### src/rtl/match_controller_pkg.sv
// Shared definitions for the match controller and the gameplay controllers it drives.
//   - match phase encodings (match_phase output)
//   - stunmode codes reported by hit detection
//   - winner codes
//   - gameplay-controller player-state encodings
//   - per-player scoreboard payload and the hit edge detector
package match_controller_pkg;

  localparam int unsigned PHASE_W   = 3;
  localparam int unsigned HEALTH_W  = 3;
  localparam int unsigned ROUNDS_W  = 2;
  localparam int unsigned SECONDS_W = 7;
  localparam int unsigned STUN_W    = 2;
  localparam int unsigned WINNER_W  = 2;

  typedef enum logic [PHASE_W-1:0] {
    PH_IDLE      = 3'd0,
    PH_COUNTDOWN = 3'd1,
    PH_FIGHT     = 3'd2,
    PH_ROUND_END = 3'd3,
    PH_MATCH_END = 3'd4
  } phase_e;

  typedef enum logic [STUN_W-1:0] {
    STUN_NONE  = 2'b00,
    STUN_HIT   = 2'b01,
    STUN_BLOCK = 2'b10
  } stun_e;

  typedef enum logic [WINNER_W-1:0] {
    WIN_NONE = 2'b00,
    WIN_P1   = 2'b01,
    WIN_P2   = 2'b10,
    WIN_DRAW = 2'b11
  } winner_e;

  typedef enum logic [2:0] {
    PS_IDLE   = 3'd0,
    PS_WALK   = 3'd1,
    PS_ATTACK = 3'd2,
    PS_BLOCK  = 3'd3,
    PS_STUN   = 3'd4,
    PS_KO     = 3'd5
  } player_state_e;

  // Per-player scoreboard plus last-cycle stunmode for hit edge detection.
  typedef struct packed {
    logic [HEALTH_W-1:0] health;
    logic [ROUNDS_W-1:0] rounds;
    logic [STUN_W-1:0]   stun_prev;
  } player_t;

  // A hit counts once, on the cycle stunmode enters HIT from any other code.
  function automatic logic hit_edge(input logic [STUN_W-1:0] prev,
                                    input logic [STUN_W-1:0] cur);
    return (cur == STUN_HIT) && (prev != STUN_HIT);
  endfunction

endpackage

### src/rtl/match_controller_second_ticker.sv
// Frame counter that pulses once per second of frames.
//   clk        frame clock
//   rst_n      async active-low reset
//   clr        synchronous clear (phase change)
//   en         count enable; counter held at zero when low
//   sec_tick_c combinational pulse on the last frame of each second
module second_ticker #(
  parameter int unsigned FRAMES_PER_SEC = 60
) (
  input  logic clk,
  input  logic rst_n,
  input  logic clr,
  input  logic en,
  output logic sec_tick_c
);

  localparam int unsigned CNT_W = (FRAMES_PER_SEC > 1) ? $clog2(FRAMES_PER_SEC) : 1;
  localparam logic [CNT_W-1:0] CNT_LAST = CNT_W'(FRAMES_PER_SEC - 1);

  logic [CNT_W-1:0] cnt_q, cnt_d;

  // Tick must not depend on clr: clr is derived from the next phase, which uses the tick.
  assign sec_tick_c = en && (cnt_q == CNT_LAST);

  always_comb begin
    cnt_d = '0;
    if (en && !clr && (cnt_q != CNT_LAST)) begin
      cnt_d = cnt_q + CNT_W'(1);
    end
  end

  always_ff @(posedge clk or negedge rst_n) begin
    if (!rst_n) begin
      cnt_q <= '0;
    end else begin
      cnt_q <= cnt_d;
    end
  end

endmodule

### src/rtl/match_controller.sv
// Match flow controller for a two-player fighting game.
//   logic_clk            frame clock (FRAMES_PER_SEC ticks per second)
//   reset_n              async active-low reset
//   start                start key level, edge-detected here
//   p1/p2_stunmode       hit detection per player: 00 none, 01 hit, 10 block
//   player_reset         holds both gameplay controllers except during FIGHT
//   match_phase          current phase
//   p1/p2_health         remaining health
//   p1/p2_rounds         rounds won
//   seconds_left         countdown or round seconds remaining
//   winner               00 none, 01 P1, 10 P2, 11 draw
module match_controller
  import match_controller_pkg::*;
#(
  parameter int unsigned FRAMES_PER_SEC    = 60,
  parameter int unsigned ROUND_SECONDS     = 60,
  parameter int unsigned COUNTDOWN_SECONDS = 3,
  parameter int unsigned MAX_HEALTH        = 5,
  parameter int unsigned ROUNDS_TO_WIN     = 2,
  parameter int unsigned RESULT_FRAMES     = 120
) (
  input  logic                 logic_clk,
  input  logic                 reset_n,
  input  logic                 start,
  input  logic [STUN_W-1:0]    p1_stunmode,
  input  logic [STUN_W-1:0]    p2_stunmode,
  output logic                 player_reset,
  output logic [PHASE_W-1:0]   match_phase,
  output logic [HEALTH_W-1:0]  p1_health,
  output logic [HEALTH_W-1:0]  p2_health,
  output logic [ROUNDS_W-1:0]  p1_rounds,
  output logic [ROUNDS_W-1:0]  p2_rounds,
  output logic [SECONDS_W-1:0] seconds_left,
  output logic [WINNER_W-1:0]  winner
);

  localparam int unsigned RES_W = (RESULT_FRAMES > 1) ? $clog2(RESULT_FRAMES) : 1;
  localparam logic [RES_W-1:0]     RES_LAST   = RES_W'(RESULT_FRAMES - 1);
  localparam logic [HEALTH_W-1:0]  HEALTH_MAX = HEALTH_W'(MAX_HEALTH);
  localparam logic [ROUNDS_W-1:0]  ROUNDS_WIN = ROUNDS_W'(ROUNDS_TO_WIN);
  localparam logic [SECONDS_W-1:0] SEC_CD     = SECONDS_W'(COUNTDOWN_SECONDS);
  localparam logic [SECONDS_W-1:0] SEC_ROUND  = SECONDS_W'(ROUND_SECONDS);
  localparam player_t PLAYER_RST = '{health: HEALTH_MAX, rounds: '0, stun_prev: '0};

  phase_e               phase_q, phase_d;
  player_t              p1_q, p1_d, p2_q, p2_d;
  logic [SECONDS_W-1:0] seconds_q, seconds_d;
  logic [WINNER_W-1:0]  winner_q, winner_d;
  logic [RES_W-1:0]     res_cnt_q, res_cnt_d;
  logic                 start_q;
  logic                 player_reset_q, player_reset_d;

  logic start_edge;
  logic p1_hit, p2_hit;
  logic sec_tick_c;
  logic ticker_en;
  logic ticker_clr;

  assign start_edge = start && !start_q;
  assign p1_hit     = hit_edge(p1_q.stun_prev, p1_stunmode);
  assign p2_hit     = hit_edge(p2_q.stun_prev, p2_stunmode);
  assign ticker_en  = (phase_q == PH_COUNTDOWN) || (phase_q == PH_FIGHT);
  assign ticker_clr = (phase_d != phase_q);

  second_ticker #(
    .FRAMES_PER_SEC (FRAMES_PER_SEC)
  ) u_second_ticker (
    .clk        (logic_clk),
    .rst_n      (reset_n),
    .clr        (ticker_clr),
    .en         (ticker_en),
    .sec_tick_c (sec_tick_c)
  );

  // Next-state and scoreboard update.
  always_comb begin
    phase_d           = phase_q;
    p1_d              = p1_q;
    p2_d              = p2_q;
    seconds_d         = seconds_q;
    winner_d          = winner_q;
    res_cnt_d         = '0;
    p1_d.stun_prev    = p1_stunmode;
    p2_d.stun_prev    = p2_stunmode;

    case (phase_q)
      PH_IDLE: begin
        if (start_edge) begin
          phase_d     = PH_COUNTDOWN;
          p1_d.rounds = '0;
          p2_d.rounds = '0;
          p1_d.health = HEALTH_MAX;
          p2_d.health = HEALTH_MAX;
          seconds_d   = SEC_CD;
          winner_d    = WIN_NONE;
        end
      end

      PH_COUNTDOWN: begin
        if (sec_tick_c) begin
          if (seconds_q <= SECONDS_W'(1)) begin
            phase_d   = PH_FIGHT;
            seconds_d = SEC_ROUND;
          end else begin
            seconds_d = seconds_q - SECONDS_W'(1);
          end
        end
      end

      PH_FIGHT: begin
        // The exit cycle freezes the scoreboard so the displayed health matches the decision.
        if ((p1_q.health == '0) || (p2_q.health == '0) || (seconds_q == '0)) begin
          phase_d = PH_ROUND_END;
          if (p1_q.health > p2_q.health) begin
            p1_d.rounds = p1_q.rounds + ROUNDS_W'(1);
            winner_d    = WIN_P1;
          end else if (p2_q.health > p1_q.health) begin
            p2_d.rounds = p2_q.rounds + ROUNDS_W'(1);
            winner_d    = WIN_P2;
          end else begin
            winner_d    = WIN_DRAW;
          end
        end else begin
          // All counters are non-zero here, so plain decrements already saturate at 0.
          if (sec_tick_c) seconds_d = seconds_q - SECONDS_W'(1);
          if (p1_hit) p1_d.health = p1_q.health - HEALTH_W'(1);
          if (p2_hit) p2_d.health = p2_q.health - HEALTH_W'(1);
        end
      end

      PH_ROUND_END: begin
        if (res_cnt_q == RES_LAST) begin
          if ((p1_q.rounds == ROUNDS_WIN) || (p2_q.rounds == ROUNDS_WIN)) begin
            phase_d  = PH_MATCH_END;
            winner_d = (p1_q.rounds == ROUNDS_WIN) ? WIN_P1 : WIN_P2;
          end else begin
            phase_d     = PH_COUNTDOWN;
            p1_d.health = HEALTH_MAX;
            p2_d.health = HEALTH_MAX;
            seconds_d   = SEC_CD;
            winner_d    = WIN_NONE;
          end
        end else begin
          res_cnt_d = res_cnt_q + RES_W'(1);
        end
      end

      PH_MATCH_END: begin
        if (start_edge) phase_d = PH_IDLE;
      end

      default: phase_d = PH_IDLE;
    endcase

    player_reset_d = (phase_d != PH_FIGHT);
  end

  always_ff @(posedge logic_clk or negedge reset_n) begin
    if (!reset_n) begin
      phase_q        <= PH_IDLE;
      p1_q           <= PLAYER_RST;
      p2_q           <= PLAYER_RST;
      seconds_q      <= '0;
      winner_q       <= WIN_NONE;
      res_cnt_q      <= '0;
      start_q        <= 1'b0;
      player_reset_q <= 1'b1;
    end else begin
      phase_q        <= phase_d;
      p1_q           <= p1_d;
      p2_q           <= p2_d;
      seconds_q      <= seconds_d;
      winner_q       <= winner_d;
      res_cnt_q      <= res_cnt_d;
      start_q        <= start;
      player_reset_q <= player_reset_d;
    end
  end

  assign player_reset = player_reset_q;
  assign match_phase  = phase_q;
  assign p1_health    = p1_q.health;
  assign p2_health    = p2_q.health;
  assign p1_rounds    = p1_q.rounds;
  assign p2_rounds    = p2_q.rounds;
  assign seconds_left = seconds_q;
  assign winner       = winner_q;

endmodule

### config.mk
export PLATFORM = sky130hd
export DESIGN_NAME = match_controller
export DESIGN_NICKNAME = d
export VERILOG_FILES = /design/src/rtl/match_controller_pkg.sv /design/src/rtl/match_controller_second_ticker.sv /design/src/rtl/match_controller.sv
export SDC_FILE = /design/constraint.sdc
export NUM_CORES = 1
export LEC_CHECK = 0
export ABC_AREA = 1
export CORE_UTILIZATION = 35
export CTS_BUF_LIST = sky130_fd_sc_hd__clkbuf_8
export CTS_CLUSTER_DIAMETER = 120
export DETAILED_ROUTE_END_ITERATION = 10
export HOLD_SLACK_MARGIN = 0.12
export SYNTH_ARGS = -nofsm -noshare
export SYNTH_HDL_FRONTEND = slang
export SYNTH_SLANG_ARGS = --single-unit
### constraint.sdc
create_clock -name logic_clk -period 2.5 [get_ports logic_clk]
set_input_delay 0.375 -clock logic_clk [delete_from_list [all_inputs] [get_ports logic_clk]]
set_output_delay 0.375 -clock logic_clk [all_outputs]
set_load 0.1 [all_outputs]
==> out/metrics.cfg <==
[run_status]
status=finished, final reports clean

[route]
first_pass_iters=4
wl_met2_mm=2.05
ant_nets=0
top_layer=met4
drt_wl_total_mm=4.47
wl_met3_um=125
wirelength_met1_mm=2.21
drc=0
dr.first_iter.drc_count=48
vias_per_cell=4.68
via_count=1773
wire_per_inst_um=11.8

[worst_setup_path]
crit_type=register to register
cp-end-kind=register
cp.arrival_ns=2.25
setup.worst_path.start=p2_health[0]
cpLargestDelayFamily=simple AND/OR/NAND/NOR gates
critPathRequiredTime_ns=2.73
max_stage_delay_ns=0.55
reg2reg_from=p2_health[0]
path_max_fanout=6
path_buf_inv=1
path_cells=inv_1 > ha_1 > ha_1 > a21oi_1 > nand2_1 > nand2_2 > nand2_1 > a31oi_1 > nand2_1 > nor2_1
crit_top_cell=nand2_1
worst_setup_path_start_kind=register
cp_slowest_cell=dfstp_2

[yosys]
synth_edf_count=0
synth_async_sr_flop_share=1.00
syn_area_per_cell_um2=8.45
yosysWarnings=0
synth_common_cells=49 x nand2_1, 36 x dfrtp_1, 36 x inv_1
synth_seq_area_share=0.444
syn-num-nets=297
syn-instance-count=275
synth.most_common_cell=nand2_1
synth_top_area_cell=dfrtp_1
synth_area_leaders=dfrtp_1 39%, ha_1 8.1%, nand2_1 7.9%
yosys.area.top_type_share=0.388
synthesis.area_um2=2320
synth-seq-cells=41
synthFlopType=dfrtp_1
post_synth_num_cell_types=36

[placed_design]
gp_congestion=0.802
port_buffers=29
preCtsSetupSlack_ns=0.499
dp_hpwl_mm=3.37

[clocking]
cts_resized=0
cts_sinks=41
cts_tree=built
htree_levels=2
cts_hold_buf=0
clock_latency_ns=0.29
cts_buffers=5
clock_path_buffers=2
clk_pin_slew_ns=0.08
post_cts_buffers=0
root_buffer=clkbuf_8

[hold_path]
hp-class=input pin to async pin

[sta]
grt_setup_unrepaired=no
fin_ws_ns=0.472
fin_setup_tns_ns=0
finClkSkew_ns=0.00681
worst_pin_slew_ns=0.888
setup_viol=0
report.final.slew_viol_count=0
timing_hold_violations_final=0
fin_crit_sh=0.811
clock.fmax_mhz=493
period_needed_ns=2.03
slew_headroom=0.408

[die]
num_rows=29
die_h_um=83.5
start_util=0.364
fp.dieW_um=83.5
die_area_um2=6970
coreArea_um2=6390
ios=30

[grt]
gr-total-overflow=0
grt_pass1_vias=1743
grt_pass1_wl_mm=7.79
grt_max_degree=42
grt_use_total=0.138
antenna_found_initial=0

[final_layout]
area_delta_synth_final_pct=15.8
nNetsFinal=323
insertedDiodeCount=0
fin_util=0.421
drive_gt1_frac=0.192

[pwr]
irDropWorstVdd_mv=0.680
powerDensity_nw_per_um2=1160
power_leakage_uw=0.00131

[flow_run]
maxCapViolCount=0

[where the power goes]
| part | internal (uW) | total (uW) | leakage (uW) | switching, uW |
|---|---|---|---|---|
| Combinational | 424 | 1610 | 0.000725 | 1190 |
| Sequential | 810 | 941 | 0.000524 | 131 |
| Clock | 322 | 558 | 0.0000626 | 236 |
[per-layer routing]
| metal | vias up | global-route usage |
|---|---|---|
| met5 | - | 0 |
| li1 | 931 | - |
| met3 | 7 | 0.0287 |
| met4 | 0 | 0.0493 |
| met2 | 27 | 0.230 |
| met1 | 808 | 0.176 |
[final cells by class]
class | instances | area, um2
Fill cell | 662 | 3690
Clock inverter | 2 | 33.8
Tap cell | 77 | 96.3
Timing Repair Buffer | 30 | 235
Inverter | 39 | 151
Multi-Input combinational cell | 184 | 1060
Clock buffer | 6 | 82.6
Sequential cell | 41 | 1030
[worst paths after layout]
path,end,slack (ns),depth (start not counted)
worst max-delay path,u_second_ticker.cnt_q[0],0.47,10
worst min-delay path,p1_health[1],0.20,1
worst max register to register,u_second_ticker.cnt_q[0],0.47,10
worst min register to register,u_second_ticker.cnt_q[0],0.47,1
max in group asynchronous,seconds_left[0],1.75,1
min in group logic_clk,u_second_ticker.cnt_q[0],0.47,1
[state kept, by name, indices dropped and copies added (netlist names), 3 cells and up]
| signal | cells |
|---|---|
| match_phase | 3 |
| p2_health | 3 |
| seconds_left | 7 |
| u_second_ticker.cnt_q | 6 |
| res_cnt_q | 7 |
| p1_health | 3 |
[kinds of logic after synthesis]
logic type	Yosys count	synth area share
and+or+nand+nor	117	0.232
buffers and inverters	50	0.0996
AOI/OAI and AO/OA	42	0.106
DFF	41	0.444
adders and majority gates	15	0.0808
xor gates and xnor gates	10	0.0377
[per-stage QoR]
stage / hold slack, ns / area (um2) / power (uW) / instances
2_1_floorplan: 0.0794 / 2320 / 2270 / 275
3_3_place_gp: 0.454 / 2570 / 2560 / 371
3_5_place_dp: 0.461 / 2570 / 2580 / 371
4_1_cts: 0.244 / 2690 / 3150 / 379
5_1_grt: 0.280 / 2690 / 3320 / 379
6_report: 0.196 / 2690 / 3110 / 379
[worst register-to-register path: stages, from the launching register on]
cell     delay [ns]
dfstp_2        0.55
inv_1          0.07
ha_1           0.20
ha_1           0.17
a21oi_1        0.15
nand2_1        0.08
nand2_2        0.11
nand2_1        0.09
a31oi_1        0.21
nand2_1        0.19
nor2_1         0.13
[layout by cell type, fill, tap and decap left out, drive strengths merged, types with 2 or more instances in the layout]
| master | instances |
|---|---|
| nand3 | 16 |
| o31ai | 2 |
| o21ai | 25 |
| clkdlybuf4s50 | 5 |
| buf | 25 |
| xor2 | 7 |
| nand2 | 55 |
| inv | 40 |
| xnor2 | 3 |
| or2 | 2 |
| nand4 | 2 |
| nor3 | 5 |
| nor2 | 33 |
| dfstp | 5 |
| dfrtp | 36 |
| clkbuf | 6 |
| o211ai | 2 |
| a21oi | 8 |
| ha | 15 |
(Power assumes the default switching activity.)
